[config.mk]
export PLATFORM = sky130hd
export DESIGN_NAME = x_stack_mc
export DESIGN_NICKNAME = d
export VERILOG_FILES = /design/src/rtl/x_stack_pkg.sv /design/src/rtl/x_range_chk.sv /design/src/rtl/x_stack_mc.sv
export SDC_FILE = /design/constraint.sdc
export NUM_CORES = 1
export LEC_CHECK = 0
export CAP_MARGIN = 0
export CORE_MARGIN = 4
export CORE_UTILIZATION = 35
export DETAILED_ROUTE_END_ITERATION = 10
export PLACE_DENSITY = 0.79
export SLEW_MARGIN = 15
export SYNTH_ARGS = -nofsm -noshare
export SYNTH_HDL_FRONTEND = slang
export SYNTH_SLANG_ARGS = --single-unit
[constraint.sdc]
create_clock -name clk -period 2.6 [get_ports clk]
set_input_delay 0.39 -clock clk [delete_from_list [all_inputs] [get_ports clk]]
set_output_delay 0.39 -clock clk [all_outputs]
set_load 0.01 [all_outputs]
[src/rtl/x_stack_pkg.sv]
// Shared definitions for the x_stack execution-aware access monitor:
// FSM encoding, violation-cause bit positions and the default release PC.
package x_stack_pkg;

   typedef enum logic {
      RUN  = 1'b0,
      KILL = 1'b1
   } state_e;

   localparam int CAUSE_V1 = 0;
   localparam int CAUSE_V2 = 1;
   localparam int CAUSE_V3 = 2;

   localparam logic [15:0] DEF_RESET_HANDLER = 16'hFFFE;

endpackage

[src/rtl/x_range_chk.sv]
// Inclusive address window test [base, base+size-1], done in 17 bits so a
// window touching the top of the 16-bit map cannot wrap around to zero.
module x_range_chk (
   input  logic [15:0] addr,
   input  logic [15:0] base,
   input  logic [15:0] size,
   output logic        hit
);

   logic [16:0] addr_s;
   logic [16:0] lo_s;
   logic [16:0] end_s;

   assign addr_s = {1'b0, addr};
   assign lo_s   = {1'b0, base};
   // end_s is one past the last byte, so size==0 gives an empty window
   assign end_s  = {1'b0, base} + {1'b0, size};
   assign hit    = (addr_s >= lo_s) && (addr_s < end_s);

endmodule

[src/rtl/x_stack_mc.sv]
// Multi-channel access monitor: checks CPU and DMA traffic against protected
// regions, the trusted code region and the HMAC window; holds reset on abuse.
module x_stack_mc
   import x_stack_pkg::*;
#(
   parameter int                 NREG          = 2,
   parameter logic [16*NREG-1:0] REG_BASE      = {16'h0400, 16'hA000},
   parameter logic [16*NREG-1:0] REG_SIZE      = {16'h0100, 16'h1000},
   parameter logic [15:0]        SMEM_BASE     = 16'hE000,
   parameter logic [15:0]        SMEM_SIZE     = 16'h1000,
   parameter logic [15:0]        HMAC_BASE     = 16'h8000,
   parameter logic [15:0]        HMAC_SIZE     = 16'h001F,
   parameter logic [15:0]        RESET_HANDLER = DEF_RESET_HANDLER,
   parameter int                 HOLD_CYCLES   = 4,
   parameter int                 CNT_W         = 8
) (
   input  logic             clk,
   input  logic             reset_n,
   input  logic [15:0]      pc,
   input  logic [15:0]      data_addr,
   input  logic             r_en,
   input  logic             w_en,
   input  logic [15:0]      dma_addr,
   input  logic             dma_en,
   output logic             reset,
   output logic [2:0]       viol_cause,
   output logic [CNT_W-1:0] viol_cnt,
   output logic             state_kill
);

   // The counter spans the whole KILL dwell: HOLD_CYCLES held KILL cycles
   // precede the earliest release cycle, giving HOLD_CYCLES+1 reset cycles.
   localparam int          HW        = $clog2(HOLD_CYCLES + 1);
   localparam logic [HW-1:0] HOLD_LOAD = HW'(HOLD_CYCLES);

   logic [NREG-1:0] cpu_hit_s;
   logic [NREG-1:0] dma_hit_s;
   logic            pc_srom_s, cpu_hmac_s, dma_hmac_s, in_reg_s, dma_reg_s;
   logic            v1_s, v2_s, v3_s, viol_s, exit_s, reset_s;

   state_e          state_q, state_d;
   logic [HW-1:0]   hold_q, hold_d;
   logic [2:0]      cause_q, cause_d;
   logic [CNT_W-1:0] cnt_q, cnt_d;

   for (genvar g = 0; g < NREG; g++) begin : g_reg
      x_range_chk u_cpu (.addr(data_addr), .base(REG_BASE[16*g +: 16]),
                         .size(REG_SIZE[16*g +: 16]), .hit(cpu_hit_s[g]));
      x_range_chk u_dma (.addr(dma_addr), .base(REG_BASE[16*g +: 16]),
                         .size(REG_SIZE[16*g +: 16]), .hit(dma_hit_s[g]));
   end

   // Last SROM byte is excluded from the trusted PC range
   x_range_chk u_srom (.addr(pc), .base(SMEM_BASE), .size(SMEM_SIZE - 16'd1), .hit(pc_srom_s));
   x_range_chk u_hcpu (.addr(data_addr), .base(HMAC_BASE), .size(HMAC_SIZE), .hit(cpu_hmac_s));
   x_range_chk u_hdma (.addr(dma_addr), .base(HMAC_BASE), .size(HMAC_SIZE), .hit(dma_hmac_s));

   assign in_reg_s  = |cpu_hit_s;
   assign dma_reg_s = |dma_hit_s;
   assign v1_s      = !pc_srom_s && in_reg_s && (r_en || w_en);
   assign v2_s      = pc_srom_s && w_en && !in_reg_s && !cpu_hmac_s;
   assign v3_s      = dma_en && (dma_reg_s || dma_hmac_s);
   assign viol_s    = v1_s || v2_s || v3_s;
   assign exit_s    = (hold_q == {HW{1'b0}}) && (pc == RESET_HANDLER) && !viol_s;

   // Next-state, hold counter, cause/count capture and reset request
   always_comb begin
      state_d = state_q;
      hold_d  = hold_q;
      cause_d = cause_q;
      cnt_d   = cnt_q;
      reset_s = 1'b0;
      case (state_q)
         RUN: begin
            if (viol_s) begin
               state_d           = KILL;
               hold_d            = HOLD_LOAD;
               cause_d[CAUSE_V1] = v1_s;
               cause_d[CAUSE_V2] = v2_s;
               cause_d[CAUSE_V3] = v3_s;
               cnt_d             = (cnt_q == {CNT_W{1'b1}}) ? cnt_q : cnt_q + CNT_W'(1);
               reset_s           = 1'b1;
            end else begin
               state_d = RUN;
               reset_s = 1'b0;
            end
         end
         KILL: begin
            if (exit_s) begin
               state_d = RUN;
               reset_s = 1'b0;
            end else begin
               reset_s = 1'b1;
               if (hold_q != {HW{1'b0}}) begin
                  hold_d = hold_q - HW'(1);
               end else begin
                  hold_d = hold_q;
               end
            end
         end
         default: begin
            state_d = RUN;
            hold_d  = {HW{1'b0}};
         end
      endcase
   end

   // State, hold counter and violation record registers
   always_ff @(posedge clk or negedge reset_n) begin
      if (!reset_n) begin
         state_q <= RUN;
         hold_q  <= {HW{1'b0}};
         cause_q <= 3'b000;
         cnt_q   <= {CNT_W{1'b0}};
      end else begin
         state_q <= state_d;
         hold_q  <= hold_d;
         cause_q <= cause_d;
         cnt_q   <= cnt_d;
      end
   end

   assign reset      = reset_n && reset_s;
   assign viol_cause = cause_q;
   assign viol_cnt   = cnt_q;
   assign state_kill = (state_q == KILL);

endmodule

; After elaboration in Yosys (flattened, before gate mapping)
; Cells that the tools add are included.
[op_classes]
add_sub_neg = 2
order_cmp = 14
n_eq_ne = 5
n_mux = 7
bitwise_logic = 2
reduce_logical = 31
[ops]
columns = cell, n
row1 = $ge A16 B16 Y1 const B, 5
row2 = $lt A16 B16 Y1 const B, 5
row3 = $ge A16 B11 Y1 const B, 2
row4 = $lt A16 B11 Y1 const B, 2
row5 = $eq A16 B16 Y1 const B, 1
row6 = $logic_and A1 B1 Y1, 16
row7 = $mux W3, 3
row8 = $add A8 B1 Y8 const B, 1
row9 = $eq A8 B8 Y1 const B, 1
row10 = $pmux W3 S2, 1
row11 = $reduce_and A3 Y1, 2
row12 = $logic_not A1 Y1, 4
row13 = $logic_or A1 B1 Y1, 4
row14 = $ne A2 B2 Y1 const B, 2
row15 = $reduce_or A2 Y1, 2
row16 = $logic_not A3 Y1, 1
row17 = $reduce_bool A3 Y1, 1
row18 = $sub A3 B1 Y3 const B, 1
row19 = $mux W1, 2
row20 = $ne A2 B1 Y1 const B, 1
row21 = $not A1 Y1, 2
row22 = $pmux W1 S2, 1
row23 = $reduce_and A2 Y1, 1
[totals]
regBits = 15
input_bits = 53
out_inout_bits = 13
word_cells = 65

; Longest topological paths before layout
; Gate-level depths: netlist of the first run.
[depth]
word_depth = 13
ltp_mapped = 7
mapped_depth_nobuf = 7

; Hierarchy
; From an unflattened synthesis of the first run, not the netlist that was laid out.
[hier_totals]
cells_unflattened = 1374
area_unflattened_um2 = 11011.8
[modules_own_cells]
columns = module, instances, cells_per_inst, area_per_inst_um2, seq_area_each_um2
row1 = x_range_chk at u_hcpu ..., 3, 180, 1431.4, 0.0
row2 = x_range_chk at g_reg[0].u_cpu ..., 3, 185, 1430.1, 0.0
row3 = x_range_chk at g_reg[0].u_dma, 1, 195, 1535.2, 0.0
row4 = x_stack_mc, 1, 84, 892.1, 375.4

; Least setup slack after synthesis of the first run
; No wires, ideal clock.
[synth_path]
path_type = input port to output port
start = input data_addr[11]
end = output reset
t_arrival_ns = 2.059
t_required_ns = 2.210
setup_slack_ns = 0.151
stages = 7
n_path_buf = 1
cell_sequence = or3_1 -> or4_1 -> o311ai_2 -> o211ai_2 -> buf_6 -> o21bai_4 -> and2_4
[synth_via]
elab_chain_len = 13
elab_cells_between_ends = 24
classes_between = order compare: 6 / mux: 3 / reduce/logical: 15
[synth_rtl]
columns = element, line
row1 = start: declaration, x_stack_mc.sv:20  ; input logic [15:0] data_addr,
row2 = "$ge A16 B16 Y1, or another cell as far along", x_range_chk.sv:18  ; assign hit = (addr_s >= lo_s) && (addr_s < end_s);
row3 = $logic_and A1 B1 Y1, x_range_chk.sv:18
row4 = $reduce_or A2 Y1, x_stack_mc.sv:58  ; assign in_reg_s = |cpu_hit_s;
row5 = $logic_not A1 Y1, x_stack_mc.sv:61  ; assign v2_s = pc_srom_s && w_en && !in_reg_s && !cpu_hmac_s;
row6 = $logic_and A1 B1 Y1 (2 in a row), x_stack_mc.sv:61
row7 = $logic_or A1 B1 Y1 * (2 in a row), x_stack_mc.sv:63  ; assign viol_s = v1_s || v2_s || v3_s;
row8 = $logic_not A1 Y1, x_stack_mc.sv:64  ; assign exit_s = (hold_q == {HW{1'b0}}) && (pc == RESET_HANDLER) && !viol_s;
row9 = $logic_and A1 B1 Y1, x_stack_mc.sv:64
row10 = $mux W1, x_stack_mc.sv:89  ; if (exit_s) begin
row11 = $pmux W1 S2 *, x_stack_mc.sv:73  ; case (state_q)
row12 = via reset_s, x_stack_mc.sv:39  ; logic v1_s, v2_s, v3_s, viol_s, exit_s, reset_s;
row13 = $logic_and A1 B1 Y1 *, x_stack_mc.sv:123  ; assign reset = reset_n && reset_s;
row14 = end: declaration, x_stack_mc.sv:25  ; output logic reset,
; Mark *: on every way through the listed nets, which the timed path passes. The rest lies on a longest branch.

; Worst setup path in the final report of the first run
[layout_path]
start = input data_addr[6]
end = output reset
; Same word-level chain as after synthesis.

==> results of run 1 <==
## timing repair
item | 4_1_cts | 5_1_grt
buffers inserted | 1 | 0
endpoints found under the hold margin | 0 | 0
pin swaps | 8 | 9
gates resized for setup | 24 | 8
cloned | 0 | 0
endpoints found under the setup margin | 1 | 1
## power by group
| part | total [mW] | internal (mW) | switching (mW) |
|---|---|---|---|
| clock | 0.138 | 0.0597 | 0.0781 |
| sequential | 0.275 | 0.260 | 0.0151 |
| combinational | 0.282 | 0.169 | 0.113 |
## metrics by stage
stage | utilization (%) | setup slack, ns | instances
after CTS | 67.2 | -0.0209 | 223
final | 68.3 | 0.0226 | 223
after detailed placement | 65.5 | -0.646 | 218
after global routing | 68.3 | -0.0499 | 223
after floorplan | - | 0.151 | 107
after global placement | 65.5 | -0.589 | 218
## logic make-up after synthesis
| kind of cell | synth area share [%] |
|---|---|
| adders and majority gates | 3.79 |
| buffers and inverters | 3.41 |
| xor gates and xnor gates | 4.42 |
| muxes | 3.41 |
| AOI/OAI and AO/OA | 16.6 |
| DFF | 37.9 |
| and+or+nand+nor | 30.5 |
## layout make-up
class	instances	area [µm²]
Inverter	5	18.8
Clock buffer	4	26.3
Fill cell	216	867
Tap cell	31	38.8
Timing Repair Buffer	83	783
Multi-Input combinational cell	85	624
Sequential cell	15	375
## layout by cell type, fill, tap and decap left out, types with 3 or more instances in the layout
cell	n
sky130_fd_sc_hd__dlygate4sd2_1	4
sky130_fd_sc_hd__buf_4	18
sky130_fd_sc_hd__nand2b_1	5
sky130_fd_sc_hd__nor2_1	8
sky130_fd_sc_hd__nor3_1	3
sky130_fd_sc_hd__xnor2_1	5
sky130_fd_sc_hd__nand2_1	10
sky130_fd_sc_hd__dfrtp_1	15
sky130_fd_sc_hd__dlymetal6s2s_1	4
sky130_fd_sc_hd__inv_1	5
sky130_fd_sc_hd__clkdlybuf4s50_1	53
sky130_fd_sc_hd__ha_1	3
sky130_fd_sc_hd__nand3_1	7
sky130_fd_sc_hd__clkbuf_4	3
sky130_fd_sc_hd__nand4_1	4
## registers in the layout, summed over array words and instances, names as in the netlist
| name | flops |
|---|---|
| viol_cnt | 8 |
| viol_cause | 3 |
| hold_q | 3 |
| state_kill | 1 |
## routing by layer
metal | routed length [µm] | part of all wire (%) | up-vias
li1 | - | - | 566
met1 | 1170 | 34 | 544
met2 | 1920 | 55 | 45
met3 | 247 | 7.1 | 12
met4 | 135 | 3.9 | 0
met5 | 0 | 0 | -
## path summary, 6_finish.rpt
kind	depth (start not counted)	endpoint	startpoint
max	8	reset	data_addr[6]
min	2	viol_cnt[7]	reset_n
max reg2reg	7	state_kill	hold_q[1]
min reg2reg	1	viol_cause[2]	viol_cause[2]
max in group asynchronous	2	viol_cnt[0]	reset_n
min in group clk	1	viol_cause[2]	viol_cause[2]
==> impl_metrics.tcl, run 1 <==
set metrics [dict create \
    status "finished clean" \
    synthMostInstantiatedCell "sky130_fd_sc_hd__dfrtp_1" \
    clock.fmax_mhz 388 \
    worst-slew-pin-transition_ns 0.410 \
    postSynth.asyncResetShare_pct 100 \
    first_pass_grt_wire_length_mm 5.03 \
    synth.yosys.seq_area_share_pct 37.9 \
    power_per_cell_area_nw_per_um2 372 \
    post-route-min-period_ns 2.58 \
    timing.max_slew.rel_slack_pct 72.7 \
    post_synth_main_area_contributors "sky130_fd_sc_hd__dfrtp_1, sky130_fd_sc_hd__xnor2_1, sky130_fd_sc_hd__ha_1" \
    synth_common_cells "sky130_fd_sc_hd__dfrtp_1, sky130_fd_sc_hd__nand2_1, sky130_fd_sc_hd__nor2_1" \
    post_route_cells_drive_above_1_share_pct 19.8 \
    hpwl_mm 2.86 \
    cts-buffers-inserted 3 \
    post-route-period-util_pct 99.1 \
    final_total_pwr_mw 0.694 \
    synth.net_count 163 \
    synth_top_area_share_pct 37.9 \
    report.final.setup_viol 0 \
    finalHoldViolations 0 \
    met1_usage_grt_pct 18.1 \
    die_x_um 61.2 \
    cts.hold.buffers_added 0 \
    r2r_slack_ns 0.96 \
    grt_start_max_net_pins 16 \
    tritoncts "done" \
    floorplan.initialDensity_pct 36.2 \
    synthCells 107 \
    global_route.usage.met2_pct 36.6 \
    net_total_in_the_final_layout 249 \
    drt-total-wl_mm 3.47 \
    path_delay_family "compound AO/OA/AOI/OAI gates" \
    grtUsageMet3_pct 3.98 \
    grt_most_used_layer "met2" \
    cts.sinks 15 \
    top_level_ports 66 \
    rows 19 \
    cp.arrival_ns 2.19 \
    critical_path.cell_chain "clkdlybuf4s50_1 > nor4_4 > a21oi_2 > o311ai_4 > o211ai_2 > o21bai_4 > and2_4 > buf_6" \
    synthesis.area_um2 990 \
    synth_largest_area_cell "sky130_fd_sc_hd__dfrtp_1" \
    drcViolationCount 0 \
    antenna_cells_inserted 0 \
    port_buffers 65 \
    gpl.final_weighted_congestion 0.850 \
    setup.worst_path.end_class "primary output" \
    worst_setup_hold_path_clk_slew_ns 0.09 \
    ctsRootBufferMaster "sky130_fd_sc_hd__clkbuf_4" \
    synth.distinct_cells 40 \
    worst_path_largest_cell_delay_ns 0.45 \
    number_of_register_bits_inferred_by_synthesis 15 \
    p_leak_nw 0.816 \
    synth_area_per_cell_um2 9.25 \
    yosysWarningCount 0 \
    hold_slack_ns 0.461 \
    number_of_detailed_routing_iterations_run_before_antenna_repair 4 \
    power.ir.vdd_worst_uv 477 \
    htree_num_levels 1 \
    timing.final.max_slew_violations 0 \
    kind_of_critical_path "in2out" \
    crit_path_start_kind "input pin" \
    timing.critical_path.fanout_max 2 \
    clock_latency_on_the_worst_skew_pair_ns 0.29 \
    antenna_violating_nets_post_route 0 \
    setup-tns-final_ns 0 \
    cts-root-to-sink-buffers 2 \
    first_global_vias 1182 \
    place_area_um2 1790 \
    worst_skew_ns 0.00361 \
    stdcell_area_um2 1870 \
    max_capacitance_violation_count 0 \
    synth_enable_flop_cells 0 \
    synth_ff_type "sky130_fd_sc_hd__dfrtp_1" \
    grt_util_all_layers_pct 18.4 \
    critical_path_required_time_ns 2.21 \
    die_span_y_um 61.2 \
    min-delay-path-class "in2async" \
    vias_per_cell 5.23 \
    design.die.area_um2 3740 \
    layout_overhead_on_the_synthesized_area_pct 88.6 \
    grt_antenna_before_repair 0 \
    design.core.area_um2 2730 \
    overflow 0 \
    cp_slowest_cell "sky130_fd_sc_hd__clkdlybuf4s50_1" \
    route.detailed.wl_per_inst_um 15.6 \
    cp.buffers_inverters 2 \
    routed-via-count 1167 \
    dr_iter_0_viols 21 \
]
Note: power is estimated with default switching activity, not from simulation.
==> run 2: changes to the inputs <==
CORE_ASPECT_RATIO = 0.7   (was unset)
TNS_END_PERCENT = 30   (was unset)
==> run 2 against run 1 <==
  * Flip-flop and latch count unchanged
  * Via count about the same
  * First-iteration DRC count rose to 3.6 times the previous value
  * Die area up 0.36%
  * Setup slack better by 0.023 ns
  * Non-clock buffer count up 2
  * Clock power up 36%
  * Worst hold slack better by 0.025 ns
  * Critical endpoint unchanged
==> impl_metrics.tcl, run 2 (same netlist as run 1, synthesis figures left out) <==
set metrics [dict create \
    status "finished clean" \
    overflow 0 \
    max_capacitance_violation_count 0 \
    p_leak_nw 0.870 \
    antenna_violating_nets_post_route 0 \
    critical_path_required_time_ns 2.21 \
    route.detailed.wl_per_inst_um 16.1 \
    global_route.usage.met2_pct 38.9 \
    grt_util_all_layers_pct 20.5 \
    grt_start_max_net_pins 16 \
    clock_latency_on_the_worst_skew_pair_ns 0.25 \
    first_pass_grt_wire_length_mm 5.72 \
    timing.final.max_slew_violations 0 \
    drt-total-wl_mm 3.66 \
    clock.fmax_mhz 391 \
    finalHoldViolations 0 \
    power_per_cell_area_nw_per_um2 391 \
    routed-via-count 1166 \
    vias_per_cell 5.11 \
    cts-root-to-sink-buffers 2 \
    cts-buffers-inserted 3 \
    cts.sinks 15 \
    port_buffers 65 \
    largest_register_ffs 8 \
    top_level_ports 66 \
    gpl.final_weighted_congestion 0.811 \
    placed_cells 220 \
    timing.max_slew.rel_slack_pct 76.9 \
    hpwl_mm 3.01 \
    rows 15 \
    min-delay-path-class "reg2reg" \
    grt_antenna_before_repair 0 \
    kind_of_critical_path "in2out" \
    post-route-min-period_ns 2.55 \
    drcViolationCount 0 \
    post-route-period-util_pct 98.3 \
    dr_iter_0_viols 76 \
    post_route_cells_drive_above_1_share_pct 21.1 \
    final_common_cell "sky130_fd_sc_hd__clkdlybuf4s50_1" \
    layout_overhead_on_the_synthesized_area_pct 93.6 \
    first_global_vias 1165 \
    layout.core_utilization_pct 74.5 \
    cts.hold.buffers_added 0 \
    final_total_pwr_mw 0.749 \
    ctsRootBufferMaster "sky130_fd_sc_hd__clkbuf_8" \
    grtUsageMet3_pct 6.13 \
    worst-slew-pin-transition_ns 0.344 \
    layout.cells.most_common_list "sky130_fd_sc_hd__clkdlybuf4s50_1, sky130_fd_sc_hd__buf_4, sky130_fd_sc_hd__dfrtp_1" \
    met1_usage_grt_pct 22.3 \
    antenna_cells_inserted 0 \
    design.core.area_um2 2570 \
    timing.critical_path.fanout_max 2 \
    die_span_y_um 52.5 \
    tritoncts "done" \
    setup-tns-final_ns 0 \
    power.ir.vdd_worst_uv 324 \
    place_area_um2 1790 \
    cp.arrival_ns 2.16 \
    worst_skew_ns 0.00223 \
    layout.cells.non_filler 228 \
    net_total_in_the_final_layout 251 \
    number_of_detailed_routing_iterations_run_before_antenna_repair 4 \
    worst_setup_hold_path_clk_slew_ns 0.06 \
    report.final.setup_viol 0 \
    design.die.area_um2 3760 \
    crit_path_start_kind "input pin" \
    floorplan.initialDensity_pct 38.5 \
    grt_most_used_layer "met2" \
    setup.worst_path.end_class "primary output" \
    htree_num_levels 1 \
    die_x_um 71.6 \
    stdcell_area_um2 1920 \
]
[run 2: power breakdown]
group          switching [mW]  internal [mW]  leakage [nW]
Sequential             0.0148          0.260         0.198
Combinational           0.117          0.170         0.649
Clock                  0.0792          0.109        0.0228
Total                   0.211          0.539         0.870
[run 2: path summary, 6_finish.rpt]
check | startpoint | to | slack (ns) | cells after the start
setup / recovery | data_addr[12] | reset | 0.05 | 7
hold reg to reg | viol_cause[2] | viol_cause[2] | 0.49 | 1
max in group asynchronous | reset_n | viol_cnt[0] | 1.90 | 2
setup reg to reg | hold_q[1] | state_kill | 0.90 | 7
hold / removal | viol_cause[2] | viol_cause[2] | 0.49 | 1
min in group asynchronous | reset_n | hold_q[1] | 0.53 | 2
[run 2: per-stage QoR]
stage          setup slack, ns  hold WS (ns)
5_1_grt                -0.0489         0.508
4_1_cts                -0.0540         0.487
2_1_floorplan            0.151        0.0944
3_5_place_dp            -0.614         0.474
3_3_place_gp            -0.579         0.460
6_report                0.0454         0.487
[run 2: final cells by class]
type	instances	area, µm²
well taps	34	42.5
fillers	189	656
multi-input cells	85	624
flip-flops and latches	15	375
inverters	5	18.8
repair buffers	85	810
clock buffers	4	45.0
[run 2: repair_timing]
action / in CTS / in global routing
setup buffers: 1 / 3
endpoints found under the setup margin: 1 / 1
cloned: 0 / 0
resized for setup: 18 / 17
pin swaps: 8 / 10
[run 2: critical path, cell delays in order]
cell	delay, ns
sky130_fd_sc_hd__clkdlybuf4s50_1	0.46
sky130_fd_sc_hd__or4_4	0.51
sky130_fd_sc_hd__o311ai_4	0.25
sky130_fd_sc_hd__o211ai_2	0.12
sky130_fd_sc_hd__o21bai_4	0.19
sky130_fd_sc_hd__and2_4	0.14
sky130_fd_sc_hd__buf_6	0.11
[run 2: per-layer routing]
layer	up-vias	part of all wire, %
li1	571	-
met1	564	39
met2	23	55
met3	8	4.7
met4	0	1.1
met5	-	0
==> run 3: changes to the inputs <==
ABC_AREA = 0   (was unset)
CORE_UTILIZATION = 38   (was 35)
PLACE_DENSITY = 0.85   (was 0.79)
clock period = 3.3 ns   (was 2.6 ns; I/O delays follow)
==> run 3 against run 2 <==
  * Cell count shrank 5.7%
  * Count of clock-buffer cells in the layout unchanged
  * Power down 24%
  * Register-to-register slack gained 0.65 ns
  * Clock power shrank 21%
==> impl_metrics.tcl, run 3 (same netlist as run 1, synthesis figures left out) <==
set metrics [dict create \
    design.core.area_um2 2480 \
    post_route_cells_drive_above_1_share_pct 11.6 \
    min-delay-path-class "reg2reg" \
    grt_start_max_net_pins 17 \
    vias_per_cell 5.38 \
    floorplan.initialDensity_pct 39.9 \
    gpl.final_weighted_congestion 0.822 \
    die_span_y_um 50.7 \
    grt_util_all_layers_pct 21.3 \
    worst-slew-pin-transition_ns 0.423 \
    dr_iter_0_viols 47 \
    clock_latency_on_the_worst_skew_pair_ns 0.24 \
    cts-root-to-sink-buffers 2 \
    cp_slowest_cell "sky130_fd_sc_hd__or4_4" \
    drcViolationCount 0 \
    place_area_um2 1710 \
    post-route-min-period_ns 3.22 \
    report.final.setup_viol 0 \
    internal_power_of_the_cells_mw 0.407 \
    setup-tns-final_ns 0 \
    worst_setup_hold_path_clk_slew_ns 0.06 \
    status "finished clean" \
    layout_overhead_on_the_synthesized_area_pct 79.8 \
    critical_path.cell_chain "clkdlybuf4s50_1 > or3_4 > or4_4 > o311ai_4 > o211ai_2 > o21bai_4 > and2_4 > buf_2" \
    cts.sinks 15 \
    post-route-period-util_pct 97.6 \
    route.detailed.wl_per_inst_um 15.9 \
    timing.final.max_slew_violations 0 \
    first_pass_grt_wire_length_mm 5.49 \
    cts-buffers-inserted 3 \
    finalHoldViolations 0 \
    final_common_cell "sky130_fd_sc_hd__clkdlybuf4s50_1" \
    port_buffers 65 \
    rows 15 \
    top_level_ports 66 \
    rsz0062_at_grt "no" \
    layout.cells.most_common_list "sky130_fd_sc_hd__clkdlybuf4s50_1, sky130_fd_sc_hd__dfrtp_1, sky130_fd_sc_hd__nand2_1" \
    power.switching_fraction_pct 28.1 \
    largest_register_ffs 8 \
    first_global_vias 1203 \
    routed-via-count 1157 \
    tritoncts "done" \
    p_leak_nw 0.726 \
    p_comb_share_pct 35.6 \
    worst_skew_ns 0.00177 \
    worst_path_largest_cell_delay_ns 0.55 \
    drt-total-wl_mm 3.42 \
    antenna_violating_nets_post_route 0 \
    setup.worst_path.end_class "primary output" \
    power.ir.vdd_worst_uv 275 \
    grt_antenna_before_repair 0 \
    hpwl_mm 2.65 \
    seqPwrFrac_pct 38.3 \
    switching_power_mw 0.159 \
    stdcell_area_um2 1780 \
    cp.arrival_ns 2.73 \
    die_x_um 69.0 \
    clock.fmax_mhz 310 \
    critical_path_required_time_ns 2.80 \
    ctsRootBufferMaster "sky130_fd_sc_hd__clkbuf_8" \
    number_of_detailed_routing_iterations_run_before_antenna_repair 4 \
    r2r_slack_ns 1.55 \
    cts.hold.buffers_added 0 \
    n_fill_cell 196 \
    power_per_cell_area_nw_per_um2 318 \
    crit_path_start_kind "input pin" \
    layout.core_utilization_pct 71.8 \
    pwr-share-clk_pct 26.1 \
    htree_num_levels 1 \
    max_capacitance_violation_count 0 \
    kind_of_critical_path "in2out" \
    net_total_in_the_final_layout 238 \
    timing.critical_path.fanout_max 2 \
    overflow 0 \
    design.die.area_um2 3500 \
    timing.max_slew.rel_slack_pct 71.8 \
    antenna_cells_inserted 0 \
    hold_slack_ns 0.500 \
]
-- run 3: final cells by class --
cell class / count / area (µm²) / share of cell area [%]
Clock buffer: 4 / 45.0 / 2.53
Inverter: 5 / 18.8 / 1.05
Multi-Input combinational cell: 85 / 599 / 33.7
Sequential cell: 15 / 375 / 21.1
Tap cell: 34 / 42.5 / 2.39
Timing Repair Buffer: 72 / 698 / 39.2
-- run 3: worst max-delay path: cells and delay by family --
| kind | cells | cell delay, ns |
|---|---|---|
| buf+inv | 2 | 0.56 |
| simple gates | 3 | 1.08 |
| compound gates | 3 | 0.59 |
-- run 3: power groups by stage --
stage | clock network, mW | logic, mW | registers, mW
6_report | 0.148 | 0.202 | 0.217
5_1_grt | 0.162 | 0.232 | 0.220
4_1_cts | 0.152 | 0.201 | 0.216
3_5_place_dp | 0 | 0.197 | 0.219
3_3_place_gp | 0 | 0.184 | 0.218
2_1_floorplan | 0 | 0.103 | 0.217
-- run 3: worst paths after layout --
path	from	to	depth (start not counted)
min in group asynchronous	reset_n	hold_q[0]	2
worst min register to register	viol_cause[2]	viol_cause[2]	1
worst max register to register	hold_q[0]	state_kill	7
max in group asynchronous	reset_n	viol_cause[1]	2
worst min-delay path	viol_cause[2]	viol_cause[2]	1
worst max-delay path	data_addr[9]	reset	8
-- run 3: per-stage QoR --
step / cells / power [mW] / setup slack [ns]
after global placement: 209 / 0.401 / -0.0848
after CTS: 215 / 0.569 / 0.0400
after floorplan: 107 / 0.319 / 0.641
final: 215 / 0.566 / 0.0781
after global routing: 215 / 0.614 / 0.0256
after detailed placement: 209 / 0.416 / -0.169
-- run 3: what timing repair did --
item                                    CTS  global route
setup buffers                             2             0
pin swaps                                 4             1
endpoints found under the setup margin    1             1
gates resized for setup                   7             0
-- run 3: routing by layer --
| metal | global-route usage [%] | vias to the layer above | wire [µm] |
|---|---|---|---|
| met1 | 23.6 | 541 | 1320 |
| met2 | 37.7 | 63 | 1700 |
| met4 | 9.39 | 0 | 86 |
| met3 | 5.37 | 10 | 309 |
| met5 | 0 | - | 0 |
| li1 | - | 543 | - |
